--- config.mk ---
export PLATFORM = sky130hd
export DESIGN_NAME = alu_operand_stage
export DESIGN_NICKNAME = d
export VERILOG_FILES = /design/src/rtl/alu_operand_stage.sv
export SDC_FILE = /design/constraint.sdc
export NUM_CORES = 2
export LEC_CHECK = 0
export ABC_CLOCK_PERIOD_IN_PS = 68700
export CAP_MARGIN = 20
export CELL_PAD_IN_SITES_DETAIL_PLACEMENT = 0
export CELL_PAD_IN_SITES_GLOBAL_PLACEMENT = 1
export CORE_MARGIN = 2
export CORE_UTILIZATION = 55
export DETAILED_ROUTE_END_ITERATION = 8
export PLACE_DENSITY_LB_ADDON = 0.05
export REMOVE_ABC_BUFFERS = 1
export SLEW_MARGIN = 20
export SYNTH_ARGS = -nofsm -noshare
export SYNTH_HDL_FRONTEND = slang
export SYNTH_SLANG_ARGS = --single-unit
--- constraint.sdc ---
create_clock -name clk -period 68.7 [get_ports clk]
set_input_delay 6.87 -clock clk [delete_from_list [all_inputs] [get_ports clk]]
set_output_delay 6.87 -clock clk [all_outputs]
set_load 0.01 [all_outputs]
--- src/rtl/alu_operand_stage.sv ---
// Operand issue stage ahead of the ALU: register file, bypass, op check and a
// two-entry in-order skid buffer with valid/ready on both sides.
module alu_operand_stage #(
    parameter int unsigned XLEN  = 32,
    parameter int unsigned NREGS = 32,
    parameter int unsigned CNT_W = 16,
    localparam int unsigned AW   = $clog2(NREGS)
) (
    input  logic             clk,
    input  logic             rst,
    input  logic             in_valid,
    output logic             in_ready,
    input  logic [AW-1:0]    rs1,
    input  logic [AW-1:0]    rs2,
    input  logic [XLEN-1:0]  imm,
    input  logic             use_imm,
    input  logic [3:0]       op_in,
    input  logic             wb_en,
    input  logic [AW-1:0]    wb_addr,
    input  logic [XLEN-1:0]  wb_data,
    output logic             out_valid,
    input  logic             out_ready,
    output logic [XLEN-1:0]  a,
    output logic [XLEN-1:0]  b,
    output logic [3:0]       op,
    output logic             err_op,
    output logic [CNT_W-1:0] stall_cycles
);

    localparam logic [3:0] OP_ADD = 4'b0000;
    localparam logic [3:0] OP_SUB = 4'b1000;
    localparam logic [3:0] OP_AND = 4'b0111;
    localparam logic [3:0] OP_OR  = 4'b0110;

    typedef enum logic [1:0] {
        EMPTY = 2'd0,
        ONE   = 2'd1,
        TWO   = 2'd2
    } state_t;

    typedef struct packed {
        logic [XLEN-1:0] a;
        logic [XLEN-1:0] b;
        logic [3:0]      op;
    } entry_t;

    state_t          state;
    state_t          state_nxt;
    logic [XLEN-1:0] regs [NREGS];
    entry_t          head;
    entry_t          skid;
    entry_t          new_entry;
    logic            accept;
    logic            op_legal;
    logic            load_head;
    logic            load_skid;
    logic            shift_skid;

    assign accept = in_valid && in_ready;
    assign a      = head.a;
    assign b      = head.b;
    assign op     = head.op;

    // Operand fetch with same-cycle write-back bypass; x0 always reads zero.
    always_comb begin
        new_entry = '0;
        op_legal  = 1'b0;
        if (rs1 != '0) begin
            new_entry.a = (wb_en && wb_addr == rs1) ? wb_data : regs[rs1];
        end
        if (use_imm) begin
            new_entry.b = imm;
        end else if (rs2 != '0) begin
            new_entry.b = (wb_en && wb_addr == rs2) ? wb_data : regs[rs2];
        end
        case (op_in)
            OP_ADD, OP_SUB, OP_AND, OP_OR: op_legal = 1'b1;
            default:                       op_legal = 1'b0;
        endcase
        new_entry.op = op_legal ? op_in : OP_ADD;
    end

    // Buffer occupancy control.
    always_comb begin
        state_nxt  = state;
        load_head  = 1'b0;
        load_skid  = 1'b0;
        shift_skid = 1'b0;
        case (state)
            EMPTY: begin
                if (accept) begin
                    state_nxt = ONE;
                    load_head = 1'b1;
                end
            end
            ONE: begin
                if (accept && !out_ready) begin
                    state_nxt = TWO;
                    load_skid = 1'b1;
                end else if (accept && out_ready) begin
                    load_head = 1'b1;
                end else if (out_ready) begin
                    state_nxt = EMPTY;
                end
            end
            TWO: begin
                if (out_ready) begin
                    state_nxt  = ONE;
                    shift_skid = 1'b1;
                end
            end
            default: state_nxt = EMPTY;
        endcase
    end

    always_ff @(posedge clk or posedge rst) begin
        if (rst) begin
            state     <= EMPTY;
            out_valid <= 1'b0;
            in_ready  <= 1'b1;
        end else begin
            state     <= state_nxt;
            out_valid <= (state_nxt != EMPTY);
            in_ready  <= (state_nxt != TWO);
        end
    end

    always_ff @(posedge clk or posedge rst) begin
        if (rst) begin
            head <= '0;
            skid <= '0;
        end else begin
            if (load_head) begin
                head <= new_entry;
            end else if (shift_skid) begin
                head <= skid;
            end
            if (load_skid) begin
                skid <= new_entry;
            end
        end
    end

    // Write-back port; writes to x0 are dropped.
    always_ff @(posedge clk or posedge rst) begin
        if (rst) begin
            for (int i = 0; i < int'(NREGS); i++) begin
                regs[i] <= '0;
            end
        end else if (wb_en && wb_addr != '0) begin
            regs[wb_addr] <= wb_data;
        end
    end

    always_ff @(posedge clk or posedge rst) begin
        if (rst) begin
            err_op       <= 1'b0;
            stall_cycles <= '0;
        end else begin
            if (accept && !op_legal) begin
                err_op <= 1'b1;
            end
            if (out_valid && !out_ready && stall_cycles != '1) begin
                stall_cycles <= stall_cycles + CNT_W'(1);
            end
        end
    end

endmodule

==> metrics.txt <==
# TYPE chip_impl_metric gauge
chip_impl_metric{name="final.setup_skew",unit="ps"} 25.9
chip_impl_metric{name="clk_path_buf_depth",unit=""} 3
chip_impl_metric{name="clk_pin_slew",unit="ps"} 60
chip_impl_metric{name="global_route.usage.met1",unit=""} 0.512
chip_impl_metric{name="tightestPinTransition",unit="ps"} 1180
chip_impl_metric{name="fill_cells",unit=""} 8814
chip_impl_metric{name="achievable-frequency",unit="GHz"} 0.0940
chip_impl_metric{name="synthesis.yosys.warnings",unit=""} 0
chip_impl_metric{name="tritoncts_num_sinks",unit=""} 1181
chip_impl_metric{name="die_area",unit="um^2"} 116000
chip_impl_metric{name="use_met2",unit=""} 0.560
chip_impl_info{name="netlist.top_cell.by_area",value="sky130_fd_sc_hd__dfrtp_1"} 1
chip_impl_metric{name="routed_wirelength",unit="mm"} 212
chip_impl_metric{name="post_route_cells_drive_above_1_share",unit=""} 0.359
chip_impl_metric{name="final_period_minus_worst_setup_slack",unit="ps"} 10640
chip_impl_metric{name="drt.antenna.violating_nets",unit=""} 0
chip_impl_metric{name="area_growth_syn_to_layout",unit="%"} 11.6
chip_impl_metric{name="synth-async-reset-ratio",unit=""} 1.00
chip_impl_metric{name="cts_inserted_buffers",unit=""} 135
chip_impl_info{name="outcome",value="finished, final reports clean"} 1
chip_impl_metric{name="combinationalPowerShare",unit=""} 0.221
chip_impl_metric{name="io_buffer_count",unit=""} 175
chip_impl_metric{name="cts-resized-gates",unit=""} 0
chip_impl_metric{name="routed-via-count",unit=""} 44500
chip_impl_metric{name="antenna_found_initial",unit=""} 10
chip_impl_metric{name="final.hold.worst_slack",unit="ps"} 397
chip_impl_metric{name="detail_route.wl_per_cell",unit="um"} 33.3
chip_impl_metric{name="cts.hold.buffers_added",unit=""} 0
chip_impl_metric{name="critical_path_peak_fanout",unit=""} 126
chip_impl_metric{name="coreArea",unit="um^2"} 112000
chip_impl_info{name="timing_worst_setup_path_type",value="in -> async"} 1
chip_impl_metric{name="grt_start_max_net_pins",unit=""} 148
chip_impl_metric{name="maxSlewHeadroom",unit=""} 0.212
chip_impl_metric{name="yosys_register_bits",unit=""} 1181
chip_impl_metric{name="global_route_wire_length_before_repair",unit="mm"} 311
chip_impl_info{name="postSynth.topFlopCell",value="sky130_fd_sc_hd__dfrtp_1"} 1
chip_impl_metric{name="first_iteration_detailed_routing_drc_count",unit=""} 5027
chip_impl_metric{name="slew_viol_final",unit=""} 0
chip_impl_metric{name="drt_drc_violations_left",unit=""} 0
chip_impl_metric{name="global_route.usage.met3",unit=""} 0.0709
chip_impl_metric{name="gp_congestion",unit=""} 0.817
chip_impl_metric{name="final_core_utilization",unit=""} 0.620
chip_impl_metric{name="dr.pass1.iters",unit=""} 5
chip_impl_metric{name="synth.distinct_cells",unit=""} 52
chip_impl_metric{name="start_util",unit=""} 0.555
chip_impl_metric{name="power.clock.fraction",unit=""} 0.341
chip_impl_metric{name="globalRoute.totalOverflow",unit=""} 0
chip_impl_metric{name="dpl.hpwl",unit="mm"} 115
chip_impl_metric{name="internal-power",unit="mW"} 1.56
chip_impl_metric{name="p_leak",unit="nW"} 31.1
chip_impl_info{name="setup_repair_after_global_routing_missed_its_margin",value="false"} 1
chip_impl_metric{name="net-switching-power",unit="mW"} 0.645
chip_impl_metric{name="final_min_period_over_clock_period",unit=""} 0.155
chip_impl_metric{name="power.share.sequential",unit=""} 0.438
chip_impl_metric{name="synth_cells",unit=""} 4853
chip_impl_metric{name="clk_latency",unit="ps"} 750
chip_impl_info{name="busiest_layer",value="met2"} 1
chip_impl_metric{name="maxCapViolations",unit=""} 0
chip_impl_info{name="synth_area_leaders",value="sky130_fd_sc_hd__dfrtp_1 47%, sky130_fd_sc_hd__mux2_2 19%, sky130_fd_sc_hd__mux4_2 8.7%, sky130_fd_sc_hd__mux2i_1 8.2%, sky130_fd_sc_hd__a22oi_1 4.1%"} 1
chip_impl_metric{name="power.density_cell_area",unit="nW/um^2"} 31.7
chip_impl_metric{name="syn-cell-area",unit="um^2"} 62500
chip_impl_metric{name="grt_util_all_layers",unit=""} 0.364
chip_impl_info{name="critical_path.startpoint_type",value="input pin"} 1
chip_impl_info{name="clock_tree_from_tritoncts",value="done"} 1
chip_impl_metric{name="drt-vias-per-instance",unit=""} 6.99
chip_impl_metric{name="timing.final.hold_violations",unit=""} 0
chip_impl_metric{name="ioPinCount",unit=""} 176
chip_impl_metric{name="worst_ir_drop_vdd",unit="mV"} 0.0269
chip_impl_metric{name="p_total",unit="mW"} 2.21
chip_impl_metric{name="worst_ep_required_time",unit="ps"} 69430
chip_impl_metric{name="grt_pass1_vias",unit=""} 44100
chip_impl_metric{name="h-tree-depth",unit=""} 4
chip_impl_metric{name="die_w",unit="um"} 341
chip_impl_info{name="clk_root_buffer_cell",value="sky130_fd_sc_hd__clkbuf_16"} 1
chip_impl_metric{name="totalNegativeSetupSlack",unit="ps"} 0
chip_impl_info{name="min_path_type",value="reg -> reg"} 1
chip_impl_metric{name="arrival",unit="ps"} 11370
chip_impl_metric{name="die_height",unit="um"} 341
chip_impl_metric{name="design.final.nets",unit=""} 4856
chip_impl_metric{name="switching_share",unit=""} 0.292
chip_impl_metric{name="synth-edff-count",unit=""} 0
chip_impl_metric{name="seq_area_frac_synth",unit=""} 0.473
chip_impl_info{name="crit_path_end_kind",value="async pin"} 1
chip_impl_metric{name="synth_largest_type_area_fraction",unit=""} 0.473
chip_impl_metric{name="fp-row-count",unit=""} 123
chip_impl_metric{name="post_synthesis_mean_instance_area",unit="um^2"} 12.9
chip_impl_metric{name="finalSetupViolations",unit=""} 0
chip_impl_metric{name="setup_fix_bufs_post_cts",unit=""} 0
## power by group through the flow
stage               Combinational (mW)  Sequential (mW)  Clock (mW)
finish                           0.489            0.968       0.753
global route                     0.526            0.985       0.791
CTS                              0.488            0.963       0.762
detailed placement               0.486            0.974           0
global placement                 0.478            0.969           0
floorplan                        0.312            0.948           0
## worst max-delay path: stages
cell	delay (ps)
sky130_fd_sc_hd__clkdlybuf4s50_1	490
sky130_fd_sc_hd__inv_8	640
sky130_fd_sc_hd__buf_4	820
sky130_fd_sc_hd__buf_4	730
sky130_fd_sc_hd__buf_4	710
sky130_fd_sc_hd__buf_4	850
## synth_stat cells, types with 7 or more instances
library cell,number
sky130_fd_sc_hd__nand3_1,70
sky130_fd_sc_hd__dfrtp_1,1180
sky130_fd_sc_hd__o31ai_1,46
sky130_fd_sc_hd__a22oi_1,342
sky130_fd_sc_hd__a221o_1,7
sky130_fd_sc_hd__o21ai_0,52
sky130_fd_sc_hd__a21oi_1,145
sky130_fd_sc_hd__buf_1,65
sky130_fd_sc_hd__a221oi_1,50
sky130_fd_sc_hd__a31o_2,11
sky130_fd_sc_hd__mux4_2,240
sky130_fd_sc_hd__buf_2,109
sky130_fd_sc_hd__clkbuf_1,322
sky130_fd_sc_hd__nor2b_1,11
sky130_fd_sc_hd__and3_1,55
sky130_fd_sc_hd__xor2_1,11
sky130_fd_sc_hd__and2_1,9
sky130_fd_sc_hd__or2_2,13
sky130_fd_sc_hd__nand2_1,194
sky130_fd_sc_hd__nor2_1,103
sky130_fd_sc_hd__mux2i_1,511
sky130_fd_sc_hd__o22ai_1,22
sky130_fd_sc_hd__o211ai_1,39
sky130_fd_sc_hd__nor4_1,31
sky130_fd_sc_hd__o21bai_1,21
sky130_fd_sc_hd__xnor2_1,14
sky130_fd_sc_hd__a32oi_1,10
sky130_fd_sc_hd__a32o_1,10
sky130_fd_sc_hd__o21a_1,32
sky130_fd_sc_hd__buf_4,22
sky130_fd_sc_hd__mux2_2,1063
## cell usage in the layout (no fill, tap or decap), drive strengths merged, types with 7 or more instances in the layout
| cell type | instances |
|---|---|
| o21ai | 52 |
| a22oi | 342 |
| xnor2 | 14 |
| a32o | 10 |
| a31o | 11 |
| or2 | 13 |
| a32oi | 10 |
| xor2 | 11 |
| mux2i | 511 |
| a221o | 7 |
| a21oi | 145 |
| o211ai | 39 |
| mux4 | 240 |
| nand3 | 70 |
| inv | 11 |
| o21bai | 21 |
| o22ai | 22 |
| nor2 | 103 |
| clkinvlp | 7 |
| nand2 | 194 |
| a221oi | 50 |
| o31ai | 46 |
| and3 | 55 |
| mux2 | 1063 |
| o21a | 32 |
| nor4 | 31 |
| buf | 146 |
| bufinv | 16 |
| nor2b | 11 |
| and2 | 9 |
| clkbuf | 187 |
| dfrtp | 1180 |
| clkdlybuf4s50 | 148 |
| clkinv | 21 |
## final cells by class
class | instances | area (um^2) | share of cell area
inverters | 4 | 22.5 | 0.000323
well taps | 1500 | 1880 | 0.0269
clock inverters | 51 | 748 | 0.0107
multi-input cells | 3149 | 31100 | 0.445
repair buffers | 295 | 2630 | 0.0377
clock buffers | 186 | 3840 | 0.0550
flip-flops and latches | 1181 | 29600 | 0.424
diodes | 1 | 2.50 | 0.0000359
## flip-flops by register name, summed over array words and instances (netlist names)
signal	cells
regs	1024
skid	68
a	32
b	32
stall_cycles	16
op	4
state	2
err_op	1
in_ready	1
out_valid	1
## cell families after synthesis
family | share of synthesized area
buffers and inverters | 0.0351
adder cells (fa/ha/maj) | 0.000200
multiplexers | 0.360
XOR/XNOR | 0.00351
AO/OA/AOI/OAI | 0.0893
AND/OR/NAND/NOR | 0.0387
flip-flops | 0.473
## path summary, 6_finish.rpt
kind | startpoint | end | slack [ps] | cells after the start
max | rst | regs[340] | 58060 | 6
min | regs[1004] | regs[1004] | 400 | 0
max reg2reg | in_ready | a[14] | 65420 | 7
min reg2reg | regs[1004] | regs[1004] | 400 | 0
max in group clk | rs1[0] | skid[51] | 58060 | 10
min in group asynchronous | rst | stall_cycles[13] | 6730 | 2
## routing by layer
metal,vias to the layer above,part of all wire
li1,18200,-
met1,23700,0.42
met2,2183,0.46
met3,461,0.082
met4,6,0.040
met5,-,0.00019
## stage by stage
stage | std cells | cell area, um^2 | setup slack (ps)
after CTS | 6364 | 69800 | 57960
final | 6367 | 69700 | 58060
after global routing | 6366 | 69700 | 57430
after floorplan | 4334 | 60300 | 28560
after detailed placement | 6127 | 65200 | 57160
after global placement | 6125 | 65200 | 57210
Note: power is estimated with default switching activity, not from simulation.
